--- src/rtl/ofs_asp_pkg.sv ---
// Shared constants for the ASP interrupt controller: source line map,
// CSR word indices, PARAMS field layout and controller FSM states.
package ofs_asp_pkg;

    localparam int ASP_NUM_INTERRUPT_LINES = 4;
    localparam int ASP_DMA_0_IRQ_BIT       = 0;
    localparam int ASP_KERNEL_IRQ_BIT      = 1;
    localparam int ASP_DMA_1_IRQ_BIT       = 2;

    localparam logic [15:0] ASP_USED_IRQ_MASK = 16'((1 << ASP_DMA_0_IRQ_BIT) |
                                                    (1 << ASP_KERNEL_IRQ_BIT) |
                                                    (1 << ASP_DMA_1_IRQ_BIT));
    localparam logic [15:0] ASP_EDGE_IRQ_MASK = 16'h0005;

    localparam logic [2:0] CSR_PENDING    = 3'd0;
    localparam logic [2:0] CSR_ENABLE     = 3'd1;
    localparam logic [2:0] CSR_CLEAR      = 3'd2;
    localparam logic [2:0] CSR_FORCE      = 3'd3;
    localparam logic [2:0] CSR_SENT_COUNT = 3'd4;
    localparam logic [2:0] CSR_PARAMS     = 3'd5;

    localparam int PARAMS_NUM_IRQ_LSB   = 0;
    localparam int PARAMS_USED_MASK_LSB = 8;
    localparam int PARAMS_EDGE_MASK_LSB = 24;

    typedef enum logic {
        IRQ_IDLE = 1'b0,
        IRQ_REQ  = 1'b1
    } irq_state_e;

    function automatic int irq_id_width(input int num_lines);
        return (num_lines > 1) ? $clog2(num_lines) : 1;
    endfunction

endpackage

--- src/rtl/asp_irq_rr_arb.sv ---
// Combinational round-robin arbiter: grants the first requesting line
// strictly after last_grant, wrapping around to line 0.
module asp_irq_rr_arb #(
    parameter int NUM_REQ = 4,
    parameter int IDX_W   = 2
) (
    input  logic [NUM_REQ-1:0] req,
    input  logic [IDX_W-1:0]   last_grant,
    output logic [NUM_REQ-1:0] gnt,
    output logic [IDX_W-1:0]   gnt_idx,
    output logic               gnt_valid
);

    always_comb begin
        // NOTE: every output gets a default first so no path through the block leaves one unassigned (no latch).
        gnt_valid = 1'b0;
        gnt_idx   = '0;
        gnt       = '0;
        // Wrapped lines (at or below the pointer) first; lines above it then override.
        for (int i = NUM_REQ - 1; i >= 0; i--) begin
            if (req[i] && (i <= int'(last_grant))) begin
                gnt_valid = 1'b1;
                gnt_idx   = IDX_W'(i);
            end
        end
        for (int i = NUM_REQ - 1; i >= 0; i--) begin
            if (req[i] && (i > int'(last_grant))) begin
                gnt_valid = 1'b1;
                gnt_idx   = IDX_W'(i);
            end
        end
        for (int i = 0; i < NUM_REQ; i++) begin
            gnt[i] = gnt_valid && (gnt_idx == IDX_W'(i));
        end
    end

endmodule

--- src/rtl/asp_irq_ctrl.sv ---
// ASP interrupt controller: per-line pending/enable/sent state behind a small
// CSR block, feeding a valid/ready interrupt channel through a round-robin FSM.
module asp_irq_ctrl
    import ofs_asp_pkg::*;
#(
    parameter int                 NUM_IRQ        = ASP_NUM_INTERRUPT_LINES,
    parameter logic [NUM_IRQ-1:0] USED_MASK      = NUM_IRQ'(ASP_USED_IRQ_MASK),
    parameter logic [NUM_IRQ-1:0] EDGE_MASK      = NUM_IRQ'(ASP_EDGE_IRQ_MASK),
    parameter int                 CSR_DATA_WIDTH = 64,
    localparam int                ID_W           = irq_id_width(NUM_IRQ)
) (
    input  logic                      clk,
    input  logic                      reset_n,
    input  logic [NUM_IRQ-1:0]        irq_in,
    input  logic                      csr_write,
    input  logic                      csr_read,
    input  logic [2:0]                csr_address,
    input  logic [CSR_DATA_WIDTH-1:0] csr_writedata,
    output logic [CSR_DATA_WIDTH-1:0] csr_readdata,
    output logic                      csr_readdatavalid,
    output logic                      irq_valid,
    output logic [ID_W-1:0]           irq_id,
    input  logic                      irq_ready
);

    localparam logic [63:0] PARAMS_WORD =
        (64'(8'(NUM_IRQ))    << PARAMS_NUM_IRQ_LSB)   |
        (64'(16'(USED_MASK)) << PARAMS_USED_MASK_LSB) |
        (64'(16'(EDGE_MASK)) << PARAMS_EDGE_MASK_LSB);

    irq_state_e         state;
    logic [NUM_IRQ-1:0] irq_in_q;
    logic               init_done;
    logic [NUM_IRQ-1:0] pending;
    logic [NUM_IRQ-1:0] enable;
    logic [NUM_IRQ-1:0] sent;
    logic [31:0]        sent_count;
    logic [ID_W-1:0]    last_ptr;
    logic [NUM_IRQ-1:0] grant_mask_q;

    logic [NUM_IRQ-1:0] wdata_irq;
    logic               clear_wr;
    logic               force_wr;
    logic               accept;
    logic [NUM_IRQ-1:0] edge_evt;
    logic [NUM_IRQ-1:0] irq_evt;
    logic [NUM_IRQ-1:0] pending_nxt;
    logic [NUM_IRQ-1:0] sent_nxt;
    logic [NUM_IRQ-1:0] candidate;
    logic [NUM_IRQ-1:0] gnt_mask;
    logic [ID_W-1:0]    gnt_idx;
    logic               gnt_valid;
    logic [63:0]        rd_word;
    logic               unused_bits;

    assign wdata_irq = csr_writedata[NUM_IRQ-1:0];
    assign clear_wr  = csr_write && (csr_address == CSR_CLEAR);
    assign force_wr  = csr_write && (csr_address == CSR_FORCE);
    assign accept    = irq_valid && irq_ready;
    assign candidate = pending & enable & ~sent;

    // Bits of the write bus and of the edge history that this configuration never looks at.
    assign unused_bits = ^{csr_writedata, irq_in_q, irq_in, edge_evt};

    always_comb begin
        // Edge detection is suppressed on the first cycle out of reset so a line already high is not an edge.
        edge_evt    = irq_in & ~irq_in_q & {NUM_IRQ{init_done}};
        irq_evt     = USED_MASK & ((EDGE_MASK & edge_evt) | (~EDGE_MASK & irq_in));
        // Set terms are OR-ed in after the clear, so a same-cycle event or FORCE wins.
        pending_nxt = (pending & ~(clear_wr ? wdata_irq : '0))
                    | irq_evt
                    | (force_wr ? (wdata_irq & USED_MASK) : '0);
        sent_nxt    = (sent | (accept ? (grant_mask_q & pending) : '0)) & pending_nxt;
    end

    always_comb begin
        rd_word = '0;
        case (csr_address)
            CSR_PENDING:    rd_word = 64'(pending);
            CSR_ENABLE:     rd_word = 64'(enable);
            CSR_SENT_COUNT: rd_word = 64'(sent_count);
            CSR_PARAMS:     rd_word = PARAMS_WORD;
            default:        rd_word = '0;
        endcase
    end

    asp_irq_rr_arb #(
        .NUM_REQ (NUM_IRQ),
        .IDX_W   (ID_W)
    ) u_arb (
        .req        (candidate),
        .last_grant (last_ptr),
        .gnt        (gnt_mask),
        .gnt_idx    (gnt_idx),
        .gnt_valid  (gnt_valid)
    );

    always_ff @(posedge clk or negedge reset_n) begin
        if (!reset_n) begin
            irq_in_q          <= '0;
            init_done         <= 1'b0;
            pending           <= '0;
            enable            <= '0;
            sent              <= '0;
            csr_readdata      <= '0;
            csr_readdatavalid <= 1'b0;
        end else begin
            // NOTE: sequential state uses non-blocking assignments so every register samples pre-edge values.
            irq_in_q          <= irq_in;
            init_done         <= 1'b1;
            pending           <= pending_nxt;
            sent              <= sent_nxt;
            csr_readdatavalid <= csr_read;
            csr_readdata      <= csr_read ? CSR_DATA_WIDTH'(rd_word) : '0;
            if (csr_write && (csr_address == CSR_ENABLE)) begin
                enable <= wdata_irq;
            end
        end
    end

    // Once latched, a request is held until accepted regardless of later ENABLE/PENDING changes.
    always_ff @(posedge clk or negedge reset_n) begin
        if (!reset_n) begin
            state        <= IRQ_IDLE;
            irq_valid    <= 1'b0;
            irq_id       <= '0;
            grant_mask_q <= '0;
            last_ptr     <= ID_W'(NUM_IRQ - 1);
            sent_count   <= '0;
        end else begin
            case (state)
                IRQ_IDLE: begin
                    if (gnt_valid) begin
                        state        <= IRQ_REQ;
                        irq_valid    <= 1'b1;
                        irq_id       <= gnt_idx;
                        grant_mask_q <= gnt_mask;
                        last_ptr     <= gnt_idx;
                    end
                end
                IRQ_REQ: begin
                    if (irq_ready) begin
                        state     <= IRQ_IDLE;
                        irq_valid <= 1'b0;
                        if (sent_count != '1) begin
                            sent_count <= sent_count + 32'd1;
                        end
                    end
                end
                default: begin
                    state     <= IRQ_IDLE;
                    irq_valid <= 1'b0;
                end
            endcase
        end
    end

endmodule

--- config.mk ---
export PLATFORM = sky130hd
export DESIGN_NAME = asp_irq_ctrl
export DESIGN_NICKNAME = d
export VERILOG_FILES = /design/src/rtl/ofs_asp_pkg.sv /design/src/rtl/asp_irq_rr_arb.sv /design/src/rtl/asp_irq_ctrl.sv
export SDC_FILE = /design/constraint.sdc
export NUM_CORES = 1
export LEC_CHECK = 0
export CORE_MARGIN = 5
export CORE_UTILIZATION = 48
export DETAILED_ROUTE_END_ITERATION = 8
export PLACE_DENSITY = 0.92
export SYNTH_ARGS = -nofsm -noshare
export SYNTH_HDL_FRONTEND = slang
export SYNTH_SLANG_ARGS = --single-unit
--- constraint.sdc ---
create_clock -name clk -period 4.86 [get_ports clk]
set_input_delay 1.215 -clock clk [delete_from_list [all_inputs] [get_ports clk]]
set_output_delay 1.215 -clock clk [all_outputs]
set_load 0.005 [all_outputs]
# ---- After elaboration in Yosys (flattened, before gate mapping)
# Index checks and enable logic that the tools add are counted.
dict set report totals {
  reg_bits 123
  in_bits 76
  output_inout_bits 68
  word_cells 90
}
dict set report op_classes {
  add_sub_neg 1
  magnitude_cmp 6
  eq_ne 11
  muxes 25
  bitwise 15
  reduce_logical 19
}
# op count
set op_table {}
lappend op_table {{case mux 32 bit (4 select lines)} 1}
lappend op_table {{2-to-1 mux 64 bit} 1}
lappend op_table {{adder 32 x 1 -> 32 bit (second input constant)} 1}
lappend op_table {{!= test 32 bit (second input constant)} 1}
lappend op_table {{AND 4 bit} 5}
lappend op_table {{logical AND 1 bit} 14}
lappend op_table {{2-to-1 mux 2 bit} 7}
lappend op_table {{2-to-1 mux 1 bit} 11}
lappend op_table {{2-to-1 mux 4 bit} 2}
lappend op_table {{inverter 4 bit} 2}
lappend op_table {{bitwise OR 4 x 3 -> 4 bit} 2}
lappend op_table {{AND 3 bit} 2}
lappend op_table {{equality test 3 x 2 -> 1 bit (second input constant)} 2}
lappend op_table {{equality test 3 bit (second input constant)} 2}
lappend op_table {{equality test 2 bit (second input constant)} 2}
lappend op_table {{> comparator 2 bit (first input constant)} 2}
lappend op_table {{<= comparator 2 bit (first input constant)} 2}
lappend op_table {{!= test 2 bit (second input constant)} 2}
lappend op_table {{bitwise OR 4 bit} 1}
lappend op_table {{case mux 1 bit (2 select lines)} 2}
lappend op_table {{AND reduction 2 bit} 2}
lappend op_table {{equality test 3 x 1 -> 1 bit (second input constant)} 1}
lappend op_table {{zero test 3 bit} 1}
lappend op_table {{2-to-1 mux 3 bit} 1}
lappend op_table {{8 further kinds} 8}

# ---- Depth between registers and ports, before layout
# Gate-level depths: netlist (run 1).
dict set report depth {
  ltp_word 12
  mapped_depth 6
  depth_no_buf 6
}

# ---- Hierarchy
# From an unflattened synthesis (run 1), not the netlist that was laid out.
dict set report unflattened {
  cells_unflattened 396
  hier_area_um2 4215.3
}
# mod n_inst cells_each area_per_inst_um2
set by_module_without_submodules {}
lappend by_module_without_submodules {asp_irq_ctrl 1 369 4043.9}
lappend by_module_without_submodules {asp_irq_rr_arb 1 27 171.4}

# ---- Worst setup path before layout (run 1)
# OpenSTA, ideal clock, no wires.
dict set report synth_timing {
  path_type {input-to-reg}
  start {in csr_address[2]}
  end {reg enable[0]}
  t_arrival_ns 2.375
  required_ns 4.735
  path_slack_ns 2.360
  cell_stages 3
  n_path_buf 1
  path_cell_list {clkbuf_1 -> nor4b_1 -> mux2_2}
}
dict set report synth_between {
  elab_chain_len 2
}
# element line_no
set synth_rtl {}
lappend synth_rtl {{start: declaration} asp_irq_ctrl.sv:17} ;# input logic [2:0] csr_address,
lappend synth_rtl {{equality test 3 x 1 -> 1 bit} asp_irq_ctrl.sv:115} ;# if (csr_write && (csr_address == CSR_ENABLE)) begin
lappend synth_rtl {{logical AND 1 bit} asp_irq_ctrl.sv:115}
lappend synth_rtl {{end signal: assignment} asp_irq_ctrl.sv:116} ;# enable <= wdata_irq;
lappend synth_rtl {{end: declaration} asp_irq_ctrl.sv:35} ;# logic [NUM_IRQ-1:0] enable;
# No other way between the ends.
# A chain may end at the register's enable or synchronous reset.

# ---- Worst setup path in the final report (run 1)
dict set report layout_timing {
  start {in csr_address[0]}
  end {reg enable[0]}
}
# Same word-level chain as after synthesis.

==> flow_metrics.env, run 1 <==
export IMPL_outcome="finished clean"
export IMPL_postCtsSetupRepairBufs=0
export IMPL_numCtsBuffers=9
export IMPL_fin_crit_sh=0.693
export IMPL_rsz0062_at_grt="no"
export IMPL_p_leak_nw=2.10
export IMPL_dpl_hpwl_mm=5.49
export IMPL_setup_viol=0
export IMPL_antennaDiodeCount=0
export IMPL_end_kind="flip-flop"
export IMPL_grt_usage=0.155
export IMPL_worst_pin_slew_ps=1060
export IMPL_synth_top_area_cell="dfrtp_1"
export IMPL_drive_gt1_frac=0.0692
export IMPL_finalSetupTns_ps=0
export IMPL_use_met1=0.184
export IMPL_synth_seq_cells=90
export IMPL_yosysUniqueCellTypes=50
export IMPL_use_met3=0.0344
export IMPL_finalMaxSlewViolations=0
export IMPL_dieHeight_um=101
export IMPL_die_area_um2=10300
export IMPL_ys_seq_area_frac=0.561
export IMPL_htreeDepth=3
export IMPL_gr_usage_met2=0.273
export IMPL_path_clk_slew_ps=80
export IMPL_gp_congestion=0.905
export IMPL_core_area_um2=8180
export IMPL_synth_avg_cell_area_um2=11.1
export IMPL_fmax_mhz=297
export IMPL_drtIter0Drc=106
export IMPL_grt_antenna_before_repair=0
export IMPL_power_density_nw_per_um2=377
export IMPL_top_usage_layer="met2"
export IMPL_critPathSlowestCell="nor4b_1"
export IMPL_cp_arrival_ps=3600
export IMPL_maxSlewHeadroom=0.286
export IMPL_synth_top_area_frac=0.548
export IMPL_dpl_worst_slack_ps=1150
export IMPL_cts_tree="done"
export IMPL_die_x_um=101
export IMPL_min_from="sent_count[28]$_DFFE_PN0P_"
export IMPL_worstPathRequired_ps=5100
export IMPL_grt_max_degree=91
export IMPL_async_reset_ff_frac=1.00
export IMPL_postRouteAntennaNets=0
export IMPL_hp_class="flip-flop to flip-flop"
export IMPL_crit_path_max_fanout=12
export IMPL_worstSkewPairLatency_ps=350
export IMPL_crit_start="csr_address[0]"
export IMPL_crit_reg2reg_launch="sent_count[0]$_DFFE_PN0P_"
export IMPL_dr_pass1_iters=4
export IMPL_critPathKind="primary input to flip-flop"
export IMPL_drv_cap=0
export IMPL_syn_area_um2=4020
export IMPL_ctsResizeCount=0
export IMPL_crit_chain="clkdlybuf4s50_1, inv_1, nor4b_1, mux2_2"
export IMPL_clock_sinks=90
export IMPL_hold_violations=0
export IMPL_io_buffers=50
export IMPL_grt_overflow=0
export IMPL_area_delta_synth_final_pct=17.0
export IMPL_clk_path_buf_depth=2
export IMPL_ctsRootBufferMaster="clkbuf_8"
export IMPL_synth_edf_count=0
export IMPL_hold_buffers=0
export IMPL_critical_path_max_stage_delay_ps=920
export IMPL_ys_flop_type="dfrtp_1"
export IMPL_vdd_ir_drop_max_mv=0.274
export IMPL_final_setup_skew_ps=4.97
export IMPL_via_count=2708
export IMPL_ys_top_cells_by_area="dfrtp_1, xnor2_1, buf_4, and2_1, nor2_1"
export IMPL_start_kind="primary input"
export IMPL_final_nets=492
export IMPL_drc_errors=0
export IMPL_grt_pass1_vias=2779
export IMPL_wire_per_inst_um=14.4
export IMPL_std_cell_rows=33
export IMPL_routed_via_density=5.17
export IMPL_grt_pass1_wl_mm=12.7
export IMPL_initial_core_util=0.491
export IMPL_wirelength_mm=7.56
export IMPL_period_needed_ps=3370
export IMPL_netlist_instances=361
export IMPL_io_pins=144
export IMPL_setup_ws_ps=1490
export IMPL_yosysWarningCount=0
metal layers:
layer / wire [um] / share of wire / vias up
li1: - / - / 1275
met1: 3020 / 0.40 / 1348
met2: 4060 / 0.54 / 72
met3: 370 / 0.049 / 13
met4: 114 / 0.015 / 0
met5: 0 / 0 / -
synth_stat cells, types with 2 or more instances:
cell / n
dfrtp_1: 88
nor2_1: 34
and2_1: 32
buf_4: 32
xnor2_1: 28
nand2_1: 23
nand3_1: 17
nand4_1: 15
a21oi_1: 7
nand3b_1: 6
clkbuf_1: 5
inv_1: 5
mux2_2: 5
nor2b_1: 5
nor3_1: 5
a22o_1: 4
and4_1: 4
mux2i_1: 4
a31oi_1: 3
a21o_1: 2
a41o_1: 2
and3_1: 2
conb_1: 2
dfstp_2: 2
nand2b_1: 2
nand3_2: 2
xor2_1: 2
cells in the final DEF (no fill, tap or decap), types with 3 or more instances in the layout:
master / count
dfrtp_1: 88
nand3_1: 17
mux2i_1: 4
a31oi_1: 3
inv_1: 5
nor3_1: 5
clkbuf_8: 11
nand2_1: 23
nand3b_1: 6
xnor2_1: 28
mux2_2: 5
nor2_1: 34
and4_1: 4
a21oi_1: 7
nand4_1: 15
clkdlybuf4s50_1: 49
nor2b_1: 5
a22o_1: 4
and2_1: 32
conb_1: 33
flip-flops by register name, summed over array words and instances (netlist names):
| register | flops |
|---|---|
| csr_readdata | 32 |
| sent_count | 32 |
| enable | 4 |
| grant_mask_q | 4 |
| pending | 4 |
| sent | 4 |
| irq_id | 2 |
| irq_in_q | 2 |
| last_ptr | 2 |
| csr_readdatavalid | 1 |
| init_done | 1 |
| irq_valid | 1 |
| state | 1 |
metrics by stage:
| step | instances | area [um^2] | total power [mW] | util | hold slack, ps |
|---|---|---|---|---|---|
| detailed placement | 509 | 4500 | 1.27 | 0.550 | 474 |
| CTS | 524 | 4700 | 1.78 | 0.575 | 496 |
| finish | 524 | 4700 | 1.77 | 0.575 | 497 |
| floorplan | 392 | 4130 | 1.16 | - | 451 |
| global placement | 509 | 4500 | 1.25 | 0.550 | 469 |
| global route | 524 | 4700 | 1.87 | 0.575 | 513 |
power breakdown:
group | total [mW] | switching [mW] | internal (mW)
combinational | 0.325 | 0.163 | 0.162
sequential | 0.936 | 0.0908 | 0.845
clock | 0.509 | 0.246 | 0.263
worst paths after layout:
path,end,depth (start not counted),slack [ps]
worst max-delay path,enable[0]$_DFFE_PN0P_,4,1490
worst min-delay path,sent_count[28]$_DFFE_PN0P_,1,500
worst max register to register,sent_count[26]$_DFFE_PN0P_,6,2900
worst min register to register,sent_count[28]$_DFFE_PN0P_,1,500
max in group asynchronous,pending[1]$_DFF_PN0_,1,3120
min in group asynchronous,csr_readdata[30]$_DFF_PN0_,1,1070
cells by family after synthesis:
logic type,count (synthesis),synth area share
DFF,90,0.561
muxes,9,0.0240
AOI/OAI and AO/OA,30,0.0595
buffers and inverters,43,0.0704
other,2,0.00187
and+or+nand+nor,156,0.214
adders and majority gates,1,0.00311
xor gates and xnor gates,30,0.0654
final cells by class:
class / instances / area (um^2)
Sequential cell: 90 / 2250
Clock buffer: 11 / 151
Clock inverter: 4 / 51.3
Tap cell: 105 / 131
Multi-Input combinational cell: 259 / 1600
Timing Repair Buffer: 50 / 498
Fill cell: 696 / 3470
Inverter: 5 / 18.8
critical path, delay by kind of cell:
kind | cells | cell delay [ps]
buf+inv | 2 | 1040
mux | 1 | 420
simple gates | 1 | 920
Power figures use the tool's default switching activity.
==> inputs of run 2 (changes only) <==
Settings changed: CORE_UTILIZATION 48 to 41, PLACE_DENSITY 0.92 to 0.84.
Clock period 4.86 ns to 2.9 ns, I/O delays scaled along.
==> run 2 against run 1 <==
Compared with the run above:
- cell area rose by 2.2%
- clock skew rose by 7.9 ps
- sequential power rose by 68%
- combinational power rose by 70%
- routed wire length rose by 2.5%
- sequential share of layout area fell by 1.0 points
- setup slack got worse by 860 ps
- sequential cell count did not move
- die area rose by 15%
- clock power rose by 85%
==> flow_metrics.env, run 2 (synthesis results as in run 1) <==
export IMPL_initial_core_util=0.415
export IMPL_path_clk_slew_ps=90
export IMPL_std_cell_rows=36
export IMPL_ctsRootBufferMaster="clkbuf_8"
export IMPL_fin_crit_sh=0.781
export IMPL_outcome="finished clean"
export IMPL_power_density_nw_per_um2=637
export IMPL_critPathKind="primary input to flip-flop"
export IMPL_critPathSlowestCell="clkdlybuf4s50_1"
export IMPL_fmax_mhz=441
export IMPL_crit_chain="clkdlybuf4s50_1, and4_1, nand4_1, a211oi_2, nand4_1, xnor2_1"
export IMPL_crit_start="irq_ready"
export IMPL_io_pins=144
export IMPL_start_kind="primary input"
export IMPL_finalSetupTns_ps=0
export IMPL_layout_common_cells="dfrtp_1, clkdlybuf4s50_1, nor2_1"
export IMPL_p_total_mw=3.06
export IMPL_htreeDepth=3
export IMPL_wire_per_inst_um=13.9
export IMPL_dieHeight_um=109
export IMPL_gp_congestion=0.812
export IMPL_clk_path_buf_depth=2
export IMPL_area_delta_synth_final_pct=19.7
export IMPL_top_regs="csr_readdata: 32 flops, sent_count: 32 flops"
export IMPL_grt_overflow=0
export IMPL_clock_sinks=90
export IMPL_grt_max_degree=53
export IMPL_final_setup_skew_ps=12.9
export IMPL_die_area_um2=11900
export IMPL_grt_pass1_vias=2764
export IMPL_grt_usage=0.138
export IMPL_ctsResizeCount=0
export IMPL_drv_cap=0
export IMPL_end_kind="flip-flop"
export IMPL_hold_violations=0
export IMPL_numCtsBuffers=9
export IMPL_dpl_hpwl_mm=5.71
export IMPL_dr_pass1_iters=6
export IMPL_postCtsSetupRepairBufs=0
export IMPL_crit_family="simple AND/OR/NAND/NOR gates"
export IMPL_crit_reg2reg_launch="sent_count[0]$_DFFE_PN0P_"
export IMPL_drive_gt1_frac=0.0800
export IMPL_via_count=2748
export IMPL_rsz0062_at_grt="no"
export IMPL_hold_buffers=0
export IMPL_final_core_util=0.496
export IMPL_worst_pin_slew_ps=1040
export IMPL_final_nets=497
export IMPL_hp_class="primary input to async pin"
export IMPL_routed_via_density=4.92
export IMPL_period_needed_ps=2270
export IMPL_fill_cells=847
export IMPL_finalMaxSlewViolations=0
export IMPL_grt_pass1_wl_mm=12.8
export IMPL_antennaDiodeCount=0
export IMPL_grt_antenna_before_repair=0
export IMPL_cts_tree="done"
export IMPL_crit_path_max_fanout=6
export IMPL_drc_errors=0
export IMPL_drtIter0Drc=132
export IMPL_cp_common_cell="nand4_1"
export IMPL_setup_viol=0
export IMPL_core_area_um2=9680
export IMPL_worstSkewPairLatency_ps=360
export IMPL_maxSlewHeadroom=0.302
export IMPL_vdd_ir_drop_max_mv=0.445
export IMPL_wirelength_mm=7.74
export IMPL_critical_path_max_stage_delay_ps=530
export IMPL_worstPathRequired_ps=3150
export IMPL_cp_arrival_ps=2510
export IMPL_postRouteAntennaNets=0
export IMPL_worst_path_buf_inv=1
export IMPL_die_x_um=109
export IMPL_final_common_cell="dfrtp_1"
export IMPL_io_buffers=50
export IMPL_p_leak_nw=2.14
-- run 2: cell types whose count changed in the layout (fill, tap and decap cells not counted) --
cell	before	now
buf_12	0	1
buf_4	1	5
bufinv_16	1	2
clkbuf_1	0	1
clkbuf_8	11	9
clkinv_2	1	0
clkinvlp_4	1	0
inv_6	0	3
-- run 2: final timing paths --
check	endpoint	slack [ps]	depth (start not counted)
setup / recovery	sent_count[31]$_DFFE_PN0P_	630	6
hold / removal	csr_readdata[29]$_DFF_PN0_	380	1
setup reg to reg	sent_count[26]$_DFFE_PN0P_	900	6
hold reg to reg	sent_count[28]$_DFFE_PN0P_	500	1
max in group asynchronous	last_ptr[0]$_DFFE_PN1P_	1810	2
min in group clk	sent_count[28]$_DFFE_PN0P_	500	1
-- run 2: worst reg2reg max path: stages (launching register included) --
cell,delay [ps]
dfrtp_1,420
ha_1,210
and3_1,230
nand4_1,240
a211oi_4,440
nand4_1,180
xnor2_1,160
-- run 2: final cells by class --
cell class	count	area [um^2]	area share
Clock inverter	6	95.1	0.0198
Multi-Input combinational cell	259	1600	0.332
Timing Repair Buffer	55	548	0.114
Clock buffer	10	128	0.0266
Inverter	5	18.8	0.00391
Sequential cell	90	2250	0.469
Tap cell	133	166	0.0346
-- run 2: routing by layer --
metal  up-vias  track usage  share of wire  wire, um
li1       1287            -              -         -
met1      1340        0.157           0.40      3130
met4         0       0.0460          0.014       106
met3        12       0.0521          0.076       587
met2       109        0.239           0.51      3910
met5         -            0              0         0
-- run 2: stage by stage --
step / hold WS (ps) / cell area (um^2) / cells / worst slack [ps]
finish: 379 / 4810 / 558 / 635
global route: 413 / 4810 / 558 / 480
CTS: 394 / 4810 / 558 / 575
detailed placement: 481 / 4580 / 542 / 194
global placement: 474 / 4580 / 542 / 292
floorplan: 429 / 4130 / 392 / 890
-- run 2: where the power goes --
part | switching, mW | internal, mW
Sequential | 0.151 | 1.42
Combinational | 0.271 | 0.281
Clock | 0.447 | 0.496
Total | 0.869 | 2.19
